## src/rtl/keypad_scanner.sv

```systemverilog
// 4x4 matrix keypad scanner with per-press debounce.
// Keeps the two most recent hex codes for a two-digit display.
module keypad_scanner #(
  parameter int unsigned SCAN_DIV     = 10000,
  parameter int unsigned DEBOUNCE_CYC = 240000
) (
  input  logic       clk,
  input  logic       reset,
  input  logic [3:0] rows,
  output logic [3:0] cols,
  output logic [3:0] s_new,
  output logic [3:0] s_old,
  output logic       key_valid
);

  localparam int unsigned ScanW = $clog2(SCAN_DIV);
  localparam int unsigned DebW  = $clog2(DEBOUNCE_CYC);
  localparam logic [ScanW-1:0] ScanLast = ScanW'(SCAN_DIV - 1);
  localparam logic [DebW-1:0]  DebLast  = DebW'(DEBOUNCE_CYC - 1);

  typedef enum logic [1:0] {StScan, StDebounce, StHeld, StRelease} state_e;

  state_e           state_q, state_d;
  logic [3:0]       sync_q, rows_s_q;
  logic [1:0]       col_q, col_d;
  logic [1:0]       row_q, row_d;
  logic [ScanW-1:0] scan_cnt_q, scan_cnt_d;
  logic [DebW-1:0]  deb_cnt_q, deb_cnt_d;
  logic [3:0]       s_new_q, s_new_d;
  logic [3:0]       s_old_q, s_old_d;
  logic             kv_q, kv_d;

  logic [3:0] low;
  logic       one_low;
  logic [1:0] low_idx;
  logic       row_hi;
  logic [3:0] key_code;

  assign low     = ~rows_s_q;
  // Exactly one row low; multi-row presses are ambiguous and ignored.
  assign one_low = (low != 4'h0) && ((low & (low - 4'd1)) == 4'h0);
  assign row_hi  = rows_s_q[row_q];

  always_comb begin
    low_idx = 2'd0;
    for (int i = 3; i >= 0; i--) begin
      if (low[i]) low_idx = 2'(i);
    end
  end

  always_comb begin
    key_code = 4'h0;
    unique case ({row_q, col_q})
      4'b00_00: key_code = 4'h1;
      4'b00_01: key_code = 4'h2;
      4'b00_10: key_code = 4'h3;
      4'b00_11: key_code = 4'hA;
      4'b01_00: key_code = 4'h4;
      4'b01_01: key_code = 4'h5;
      4'b01_10: key_code = 4'h6;
      4'b01_11: key_code = 4'hB;
      4'b10_00: key_code = 4'h7;
      4'b10_01: key_code = 4'h8;
      4'b10_10: key_code = 4'h9;
      4'b10_11: key_code = 4'hC;
      4'b11_00: key_code = 4'hE;
      4'b11_01: key_code = 4'h0;
      4'b11_10: key_code = 4'hF;
      4'b11_11: key_code = 4'hD;
      default:  key_code = 4'h0;
    endcase
  end

  always_comb begin
    state_d    = state_q;
    col_d      = col_q;
    row_d      = row_q;
    scan_cnt_d = scan_cnt_q;
    deb_cnt_d  = deb_cnt_q;
    s_new_d    = s_new_q;
    s_old_d    = s_old_q;
    kv_d       = 1'b0;
    unique case (state_q)
      StScan: begin
        if (scan_cnt_q == ScanLast) begin
          scan_cnt_d = '0;
          if (one_low) begin
            row_d     = low_idx;
            deb_cnt_d = '0;
            state_d   = StDebounce;
          end else begin
            col_d = col_q + 2'd1;
          end
        end else begin
          scan_cnt_d = scan_cnt_q + ScanW'(1);
        end
      end
      StDebounce: begin
        if (row_hi) begin
          state_d    = StScan;
          scan_cnt_d = '0;
        end else if (deb_cnt_q == DebLast) begin
          s_old_d = s_new_q;
          s_new_d = key_code;
          kv_d    = 1'b1;
          state_d = StHeld;
        end else begin
          deb_cnt_d = deb_cnt_q + DebW'(1);
        end
      end
      StHeld: begin
        if (row_hi) begin
          state_d   = StRelease;
          deb_cnt_d = '0;
        end
      end
      StRelease: begin
        if (!row_hi) begin
          state_d = StHeld;
        end else if (deb_cnt_q == DebLast) begin
          state_d    = StScan;
          col_d      = col_q + 2'd1;
          scan_cnt_d = '0;
        end else begin
          deb_cnt_d = deb_cnt_q + DebW'(1);
        end
      end
      default: state_d = StScan;
    endcase
  end

  always_ff @(posedge clk) begin
    if (!reset) begin
      state_q    <= StScan;
      sync_q     <= 4'hF;
      rows_s_q   <= 4'hF;
      col_q      <= 2'd0;
      row_q      <= 2'd0;
      scan_cnt_q <= '0;
      deb_cnt_q  <= '0;
      s_new_q    <= 4'h0;
      s_old_q    <= 4'h0;
      kv_q       <= 1'b0;
    end else begin
      state_q    <= state_d;
      sync_q     <= rows;
      rows_s_q   <= sync_q;
      col_q      <= col_d;
      row_q      <= row_d;
      scan_cnt_q <= scan_cnt_d;
      deb_cnt_q  <= deb_cnt_d;
      s_new_q    <= s_new_d;
      s_old_q    <= s_old_d;
      kv_q       <= kv_d;
    end
  end

  assign cols      = ~(4'b0001 << col_q);
  assign s_new     = s_new_q;
  assign s_old     = s_old_q;
  assign key_valid = kv_q;

endmodule

```

## config.mk

```make
export PLATFORM = sky130hd
export DESIGN_NAME = keypad_scanner
export DESIGN_NICKNAME = d
export VERILOG_FILES = /design/src/rtl/keypad_scanner.sv
export SDC_FILE = /design/constraint.sdc
export NUM_CORES = 1
export LEC_CHECK = 0
export BUFFER_PORTS_ARGS = -buffer_cell sky130_fd_sc_hd__buf_4
export CORE_MARGIN = 4
export CORE_UTILIZATION = 50
export CTS_BUF_LIST = sky130_fd_sc_hd__clkbuf_8 sky130_fd_sc_hd__clkbuf_16
export CTS_CLUSTER_DIAMETER = 30
export DETAILED_ROUTE_END_ITERATION = 16
export GPL_ROUTABILITY_DRIVEN = 0
export GPL_TIMING_DRIVEN = 0
export MAX_ROUTING_LAYER = met4
export PLACE_DENSITY = 0.68
export SYNTH_ARGS = -nofsm -noshare
export SYNTH_HDL_FRONTEND = slang
export SYNTH_SLANG_ARGS = --single-unit
export TNS_END_PERCENT = 20
```

## constraint.sdc

```tcl
create_clock -name clk -period 3.5 [get_ports clk]
set_clock_uncertainty 0.1 [all_clocks]
set_input_delay 0.7 -clock clk [delete_from_list [all_inputs] [get_ports clk]]
set_output_delay 0.7 -clock clk [all_outputs]
set_load 0.03 [all_outputs]
```

==> metrics.yaml, run 1 <==
core_mm2: 0.00524
final_layout_size_suffix_gt1_share_pct: 11.3
multiInputGateArea_mm2: 0.00154
power_density_mw_per_mm2: 332
clock_latency_ns: 0.31
io_buffers: 18
syn2layout_area_growth_pct: 11.3
run_status: "finished clean"
antenna_found_initial: 0
initial_core_util_pct: 52.6
fin_cells: 407
die_h_um: 82.2
synth.top_cells.by_count: "55 x dfxtp_1, 28 x nand2_1, 24 x nor2_1"
power_uw: 1020
dp_hpwl_um: 3930
fin_crit_sh_pct: 79.4
numCtsBuffers: 5
critPathMaxFanout: 10
grt_overflow: 0
drt_iter0_drc: 147
cts_tree: "done"
avgSynthCellArea_um2: 8.86
fill_cells: 470
grt_setup_unrepaired: "no"
final-hold-violation-count: 0
yosys.area.top_type: "dfxtp_1"
placed_cells: 399
start_kind: "flip-flop"
end_kind: "flip-flop"
finalMaxSlewViolations: 0
grt_first_pass_wirelength_um: 9740
synth.area.top_cells: "dfxtp_1 40%, nand2_1 3.8%, ha_1 3.6%"
fmax_ghz: 0.360
avgRoutedWirePerCell_um: 13.5
cts.clk_slew.worst_paths_ns: 0.10
antenna-diode-count: 0
cts_setup_buffers: 0
slew_headroom_pct: 65.0
ys.warnings.count: 0
post-route-min-period_ns: 2.78
layout.nets: 350
cap_violations: 0
synth_top_area_share_pct: 40.0
synth_fp_nets: 325
synthCells: 311
synth-seq-cells: 55
drtAntennaViolNets: 0
drt-total-wl_um: 5510
cts.sinks: 55
async_flop_share_pct: 0
grt_pass1_vias: 2109
drc: 0
cp.arrival_ns: 2.86
route.vias.total: 2285
routed_via_density: 5.61
static-leakage-power_uw: 0.00110
drt-pass1-iter-count: 4
synth_cell_type_count: 46
register_area_mm2: 0.00110
synth_ff_type: "dfxtp_1"
htreeDepth: 2
rows: 26
cts_resized: 0
ios: 19
synth.most_common_cell: "dfxtp_1"
globalRouteTotalUtil_pct: 18.6
ctsLongestPathBuffers: 2
cts_hold_buf: 0
crit_type: "flip-flop to flip-flop"
hold_class: "flip-flop to flip-flop"
required_ns: 3.58
die_area_mm2: 0.00676
setup-tns-final_ns: 0
grt_start_max_net_pins: 18
ir_drop_v: 0.000284
setup_viol: 0
synth_enable_flop_cells: 0
worstMarginPinSlew_ns: 0.522
ys_seq_area_share_pct: 40.0
die_w_um: 82.2
synth_area_mm2: 0.00276
root_buffer: "clkbuf_8"
[per-stage QoR]
step           instance area (um^2)  setup WS (ns)  util (%)  hold WS, ns
2_1_floorplan                  2760           1.06         -        0.286
3_3_place_gp                   2980          0.771      56.9        0.288
3_5_place_dp                   2980          0.760      56.9        0.292
4_1_cts                        3070          0.722      58.6        0.316
5_1_grt                        3070          0.457      58.6        0.333
6_report                       3070          0.721      58.6        0.313
[report_power, final]
group	internal [uW]	switching [uW]
clock network	141	203
logic	16.7	18.7
registers	632	5.74
total	790	228
[path summary, 6_finish.rpt]
check	startpoint	end	slack, ns	cells after the start
worst max-delay path	scan_cnt_q[0]$_SDFFE_PN0P_	deb_cnt_q[4]$_SDFFE_PN0P_	0.72	9
worst min-delay path	sync_q[1]$_SDFF_PN1_	rows_s_q[1]$_SDFF_PN1_	0.31	1
worst max register to register	scan_cnt_q[0]$_SDFFE_PN0P_	deb_cnt_q[4]$_SDFFE_PN0P_	0.72	9
worst min register to register	sync_q[1]$_SDFF_PN1_	rows_s_q[1]$_SDFF_PN1_	0.31	1
[worst max-delay path, stage by stage (launching register included)]
cell      delay, ns
dfxtp_1        0.40
ha_1           0.20
nand3_1        0.14
or2_1          0.30
or4bb_1        0.62
a21o_4         0.28
buf_6          0.14
clkbuf_1       0.21
o21ai_0        0.20
a21oi_1        0.08
[cells by family (layout without fill, tap and decap cells)]
family,Yosys count,count (layout),share of synthesized area (%)
xor+xnor,17,17,5.40
compound gates,52,52,13.0
buf+inv,26,52,4.22
mux,12,12,5.27
fa+ha+maj,8,8,3.63
simple gates,141,141,28.5
flops,55,55,40.0
[flip-flops by register name, summed over array words and instances, names as in the netlist, named ones only]
register	flops
sync_q	4
deb_cnt_q	18
row_q	2
scan_cnt_q	14
col_q	2
state_q	1
s_new	4
rows_s_q	4
key_valid	1
s_old	4
[placed cells by master, fill, tap and decap left out, types with 9 or more instances in the layout]
| cell | synthesis | final |
|---|---|---|
| a21oi_1 | 13 | 13 |
| buf_4 | 0 | 18 |
| clkbuf_1 | 12 | 12 |
| dfxtp_1 | 55 | 55 |
| inv_1 | 9 | 10 |
| mux2i_1 | 10 | 10 |
| nand2_1 | 28 | 28 |
| nand3_1 | 20 | 20 |
| nor2_1 | 24 | 24 |
| nor2b_1 | 10 | 10 |
| o21ai_0 | 12 | 12 |
| xnor2_1 | 9 | 9 |
[area by class of cell]
type	count	area share, %
Tap cell	70	2.86
Multi-Input combinational cell	230	50.1
Buffer	17	2.69
Clock inverter	3	0.653
Sequential cell	55	35.9
Timing Repair Buffer	18	4.41
Clock buffer	5	2.24
Inverter	9	1.10
[routing by layer]
metal / part of all wire (%) / GRT usage [%]
met5: 0 / -
met2: 47 / 27.6
met3: 2.9 / 3.69
met4: 1.4 / 5.81
met1: 49 / 25.6
(Power assumes the default switching activity.)
==> run 2, diff against run 1 <==
==> constraint.sdc (replaced) <==
create_clock -name clk -period 2.7 [get_ports clk]
set_clock_uncertainty 0.1 [all_clocks]
set_input_delay 0.54 -clock clk [delete_from_list [all_inputs] [get_ports clk]]
set_output_delay 0.54 -clock clk [all_outputs]
set_load 0.03 [all_outputs]
==> metrics.yaml, run 2 (synthesis results as in run 1) <==
fin_crit_sh_pct: 96.0  # +17 points
die_h_um: 82.2  # unchanged
swShare_pct: 22.5  # +0.10 points
crit_type: "flip-flop to flip-flop"
final_core_util_pct: 59.1  # +0.53 points
start_kind: "flip-flop"
dp_hpwl_um: 3930  # unchanged
post-route-min-period_ns: 2.59  # -0.188 ns
r2r-start: "scan_cnt_q[0]$_SDFFE_PN0P_"
finalMaxSlewViolations: 0  # unchanged
die_w_um: 82.2  # unchanged
globalRouteTotalUtil_pct: 18.7  # +0.047 points
power_density_mw_per_mm2: 428  # +29%
root_buffer: "clkbuf_8"
setup_viol: 0  # unchanged
stdcell_area_mm2: 0.00309  # +0.90%
placed_cells: 399  # unchanged
critical-path-slowest-cell: "or4bb_4"
final_cell_mix: "53 x dfxtp_1, 28 x nand2_1, 23 x nor2_1"
topRoutingLayerUsed: "met4"
min_to: "sync_q[2]$_SDFF_PN1_"
die_area_mm2: 0.00676  # unchanged
ios: 19  # unchanged
register_area_mm2: 0.00110  # +0.23%
route.layer.met1.wl_um: 2660  # -1.8%
required_ns: 2.84  # -0.74 ns
drc: 0  # unchanged
switchingPower_uw: 297  # +31%
seqPwrFrac_pct: 62.6  # about the same
drt-pass1-iter-count: 4  # unchanged
holdPathStages: 2  # +1
avgRoutedWirePerCell_um: 13.5  # -0.24%
ctsLongestPathBuffers: 2  # unchanged
wl_met3_um: 211  # +30%
htreeDepth: 2  # unchanged
final_common_cell: "dfxtp_1"
antenna_found_initial: 0  # unchanged
hold_start: "rows[2]"
fin_cells: 407  # unchanged
grt_pass1_vias: 2109  # unchanged
grt_first_pass_wirelength_um: 9760  # +0.14%
fmax_ghz: 0.386  # +7.3%
worstMarginPinSlew_ns: 0.527  # +0.00443 ns
dp_slack_ns: -0.0400  # -0.800 ns
initial_core_util_pct: 52.6  # unchanged
cp.arrival_ns: 2.73  # -0.13 ns
critPathMaxFanout: 10  # unchanged
rrSetupSlack_ns: 0.11  # -0.61 ns
run_status: "finished clean"
drt-total-wl_um: 5500  # -0.24%
clock_latency_ns: 0.31  # about the same
intPower_uw: 1030  # +30%
cts.clk_slew.worst_paths_ns: 0.10  # about the same
cts_tree: "done"
fill_cells: 464  # -1.3%
antenna-diode-count: 0  # unchanged
numCtsBuffers: 5  # unchanged
largest_register_ffs: 18  # unchanged
slowest_delay_ns: 0.58  # -0.04 ns
final-hold-violation-count: 0  # unchanged
cap_violations: 0  # unchanged
static-leakage-power_uw: 0.00112  # +1.2%
slew_headroom_pct: 64.7  # -0.30 points
reg.largest.list: "deb_cnt_q (18), scan_cnt_q (14)"
multiInputGateArea_mm2: 0.00156  # +1.3%
route.vias.total: 2282  # -0.13%
clkPwrFrac_pct: 33.9  # about the same
rr_endpoint: "deb_cnt_q[10]$_SDFFE_PN0P_"
drt_iter0_drc: 172  # +17%
grt_setup_unrepaired: "yes"
fin_ws_ns: 0.109  # -0.612 ns
layout.nets: 350  # unchanged
core_mm2: 0.00524  # unchanged
syn2layout_area_growth_pct: 12.3
cts.sinks: 55  # unchanged
io_buffers: 18  # unchanged
largest_register: "deb_cnt_q"
ff2ff_path_depth: 8  # -1
place_area_mm2: 0.00298  # unchanged
crit_chain: "ha_1, nand3_2, or2_4, or4bb_4, a21o_4, buf_6, or3_1, a21oi_1"
routed_via_density: 5.61  # -0.13%
end_kind: "flip-flop"
grt_start_max_net_pins: 18  # unchanged
ir_drop_v: 0.000368  # +30%
hold_class: "input pin to flip-flop"
drtAntennaViolNets: 0  # unchanged
rows: 26  # unchanged
grt_overflow: 0  # unchanged
dr_wl_met2_um: 2530  # -1.1%
final_layout_size_suffix_gt1_share_pct: 14.5  # +3.3 points
share_comb_of_total_power_pct: 3.5  # about the same
-- run 2: cell count changes in the layout (fill, tap and decap cells not counted), moves of 2 or more --
cell,delta
clkbuf_2,+3
clkbuf_1,-4
dfxtp_1,-2
dfxtp_2,+2
-- run 2: stage by stage --
stage	hold slack [ns]	TNS (ns)	power, uW
4_1_cts	0.297	0	1340
6_report	0.305	0	1320
2_1_floorplan	0.286	0	877
3_3_place_gp	0.288	-0.104	893
3_5_place_dp	0.292	-0.129	893
5_1_grt	0.298	-0.0339	1380
-- run 2: repair_timing --
action                                 4_1_cts  5_1_grt
setup endpoints to repair                   10       30
cloned                                       0        0
resized for setup                            2       14
hold buffers                                 0        0
buffers inserted                             0        0
endpoints found under the hold margin        0        0
-- run 2: final cells by class --
type / instances / share of cell area, %
buffer: 17 / 2.83
clock buffer: 5 / 2.22
clock inverter: 3 / 0.647
inverter: 9 / 1.09
multi-input combinational: 230 / 50.3
sequential: 55 / 35.7
tap: 70 / 2.83
timing repair buffer: 18 / 4.37
-- run 2: power by group through the flow --
stage	clock network [uW]	registers [uW]	logic, uW
floorplan	0	845	31.9
global placement	0	846	46.5
detailed placement	0	847	46.8
CTS	466	828	47.0
global route	494	830	52.9
finish	448	828	46.7
-- run 2: how the worst max path moves through the flow --
stage                                     startpoint                          end  slack (ns)  depth (start not counted)
after detailed placement  scan_cnt_q[0]$_SDFFE_PN0P_    deb_cnt_q[3]$_SDFFE_PN0P_       -0.04                          9
after CTS                 scan_cnt_q[0]$_SDFFE_PN0P_    deb_cnt_q[4]$_SDFFE_PN0P_        0.02                          9
after global placement    scan_cnt_q[0]$_SDFFE_PN0P_    deb_cnt_q[3]$_SDFFE_PN0P_       -0.03                          9
final                     scan_cnt_q[0]$_SDFFE_PN0P_   deb_cnt_q[10]$_SDFFE_PN0P_        0.11                          8
after global routing       deb_cnt_q[0]$_SDFFE_PN0P_  scan_cnt_q[12]$_SDFFE_PN0P_       -0.02                          9
after floorplan           scan_cnt_q[0]$_SDFFE_PN0P_   deb_cnt_q[10]$_SDFFE_PN0P_        0.26                          8
-- run 2: routing by layer --
layer / GRT usage [%] / up-vias
met5: - / -
met4: 5.81 / 0
met2: 27.9 / 49
li1: - / 1162
met1: 25.5 / 1060
met3: 3.69 / 11
-- run 2: worst max-delay path: cells and delay by family (launching register included) --
family          cells  cell delay [ns]
compound gates      2             0.40
fa+ha+maj           1             0.20
buf+inv             1             0.14
flops               1             0.37
simple gates        4             1.31
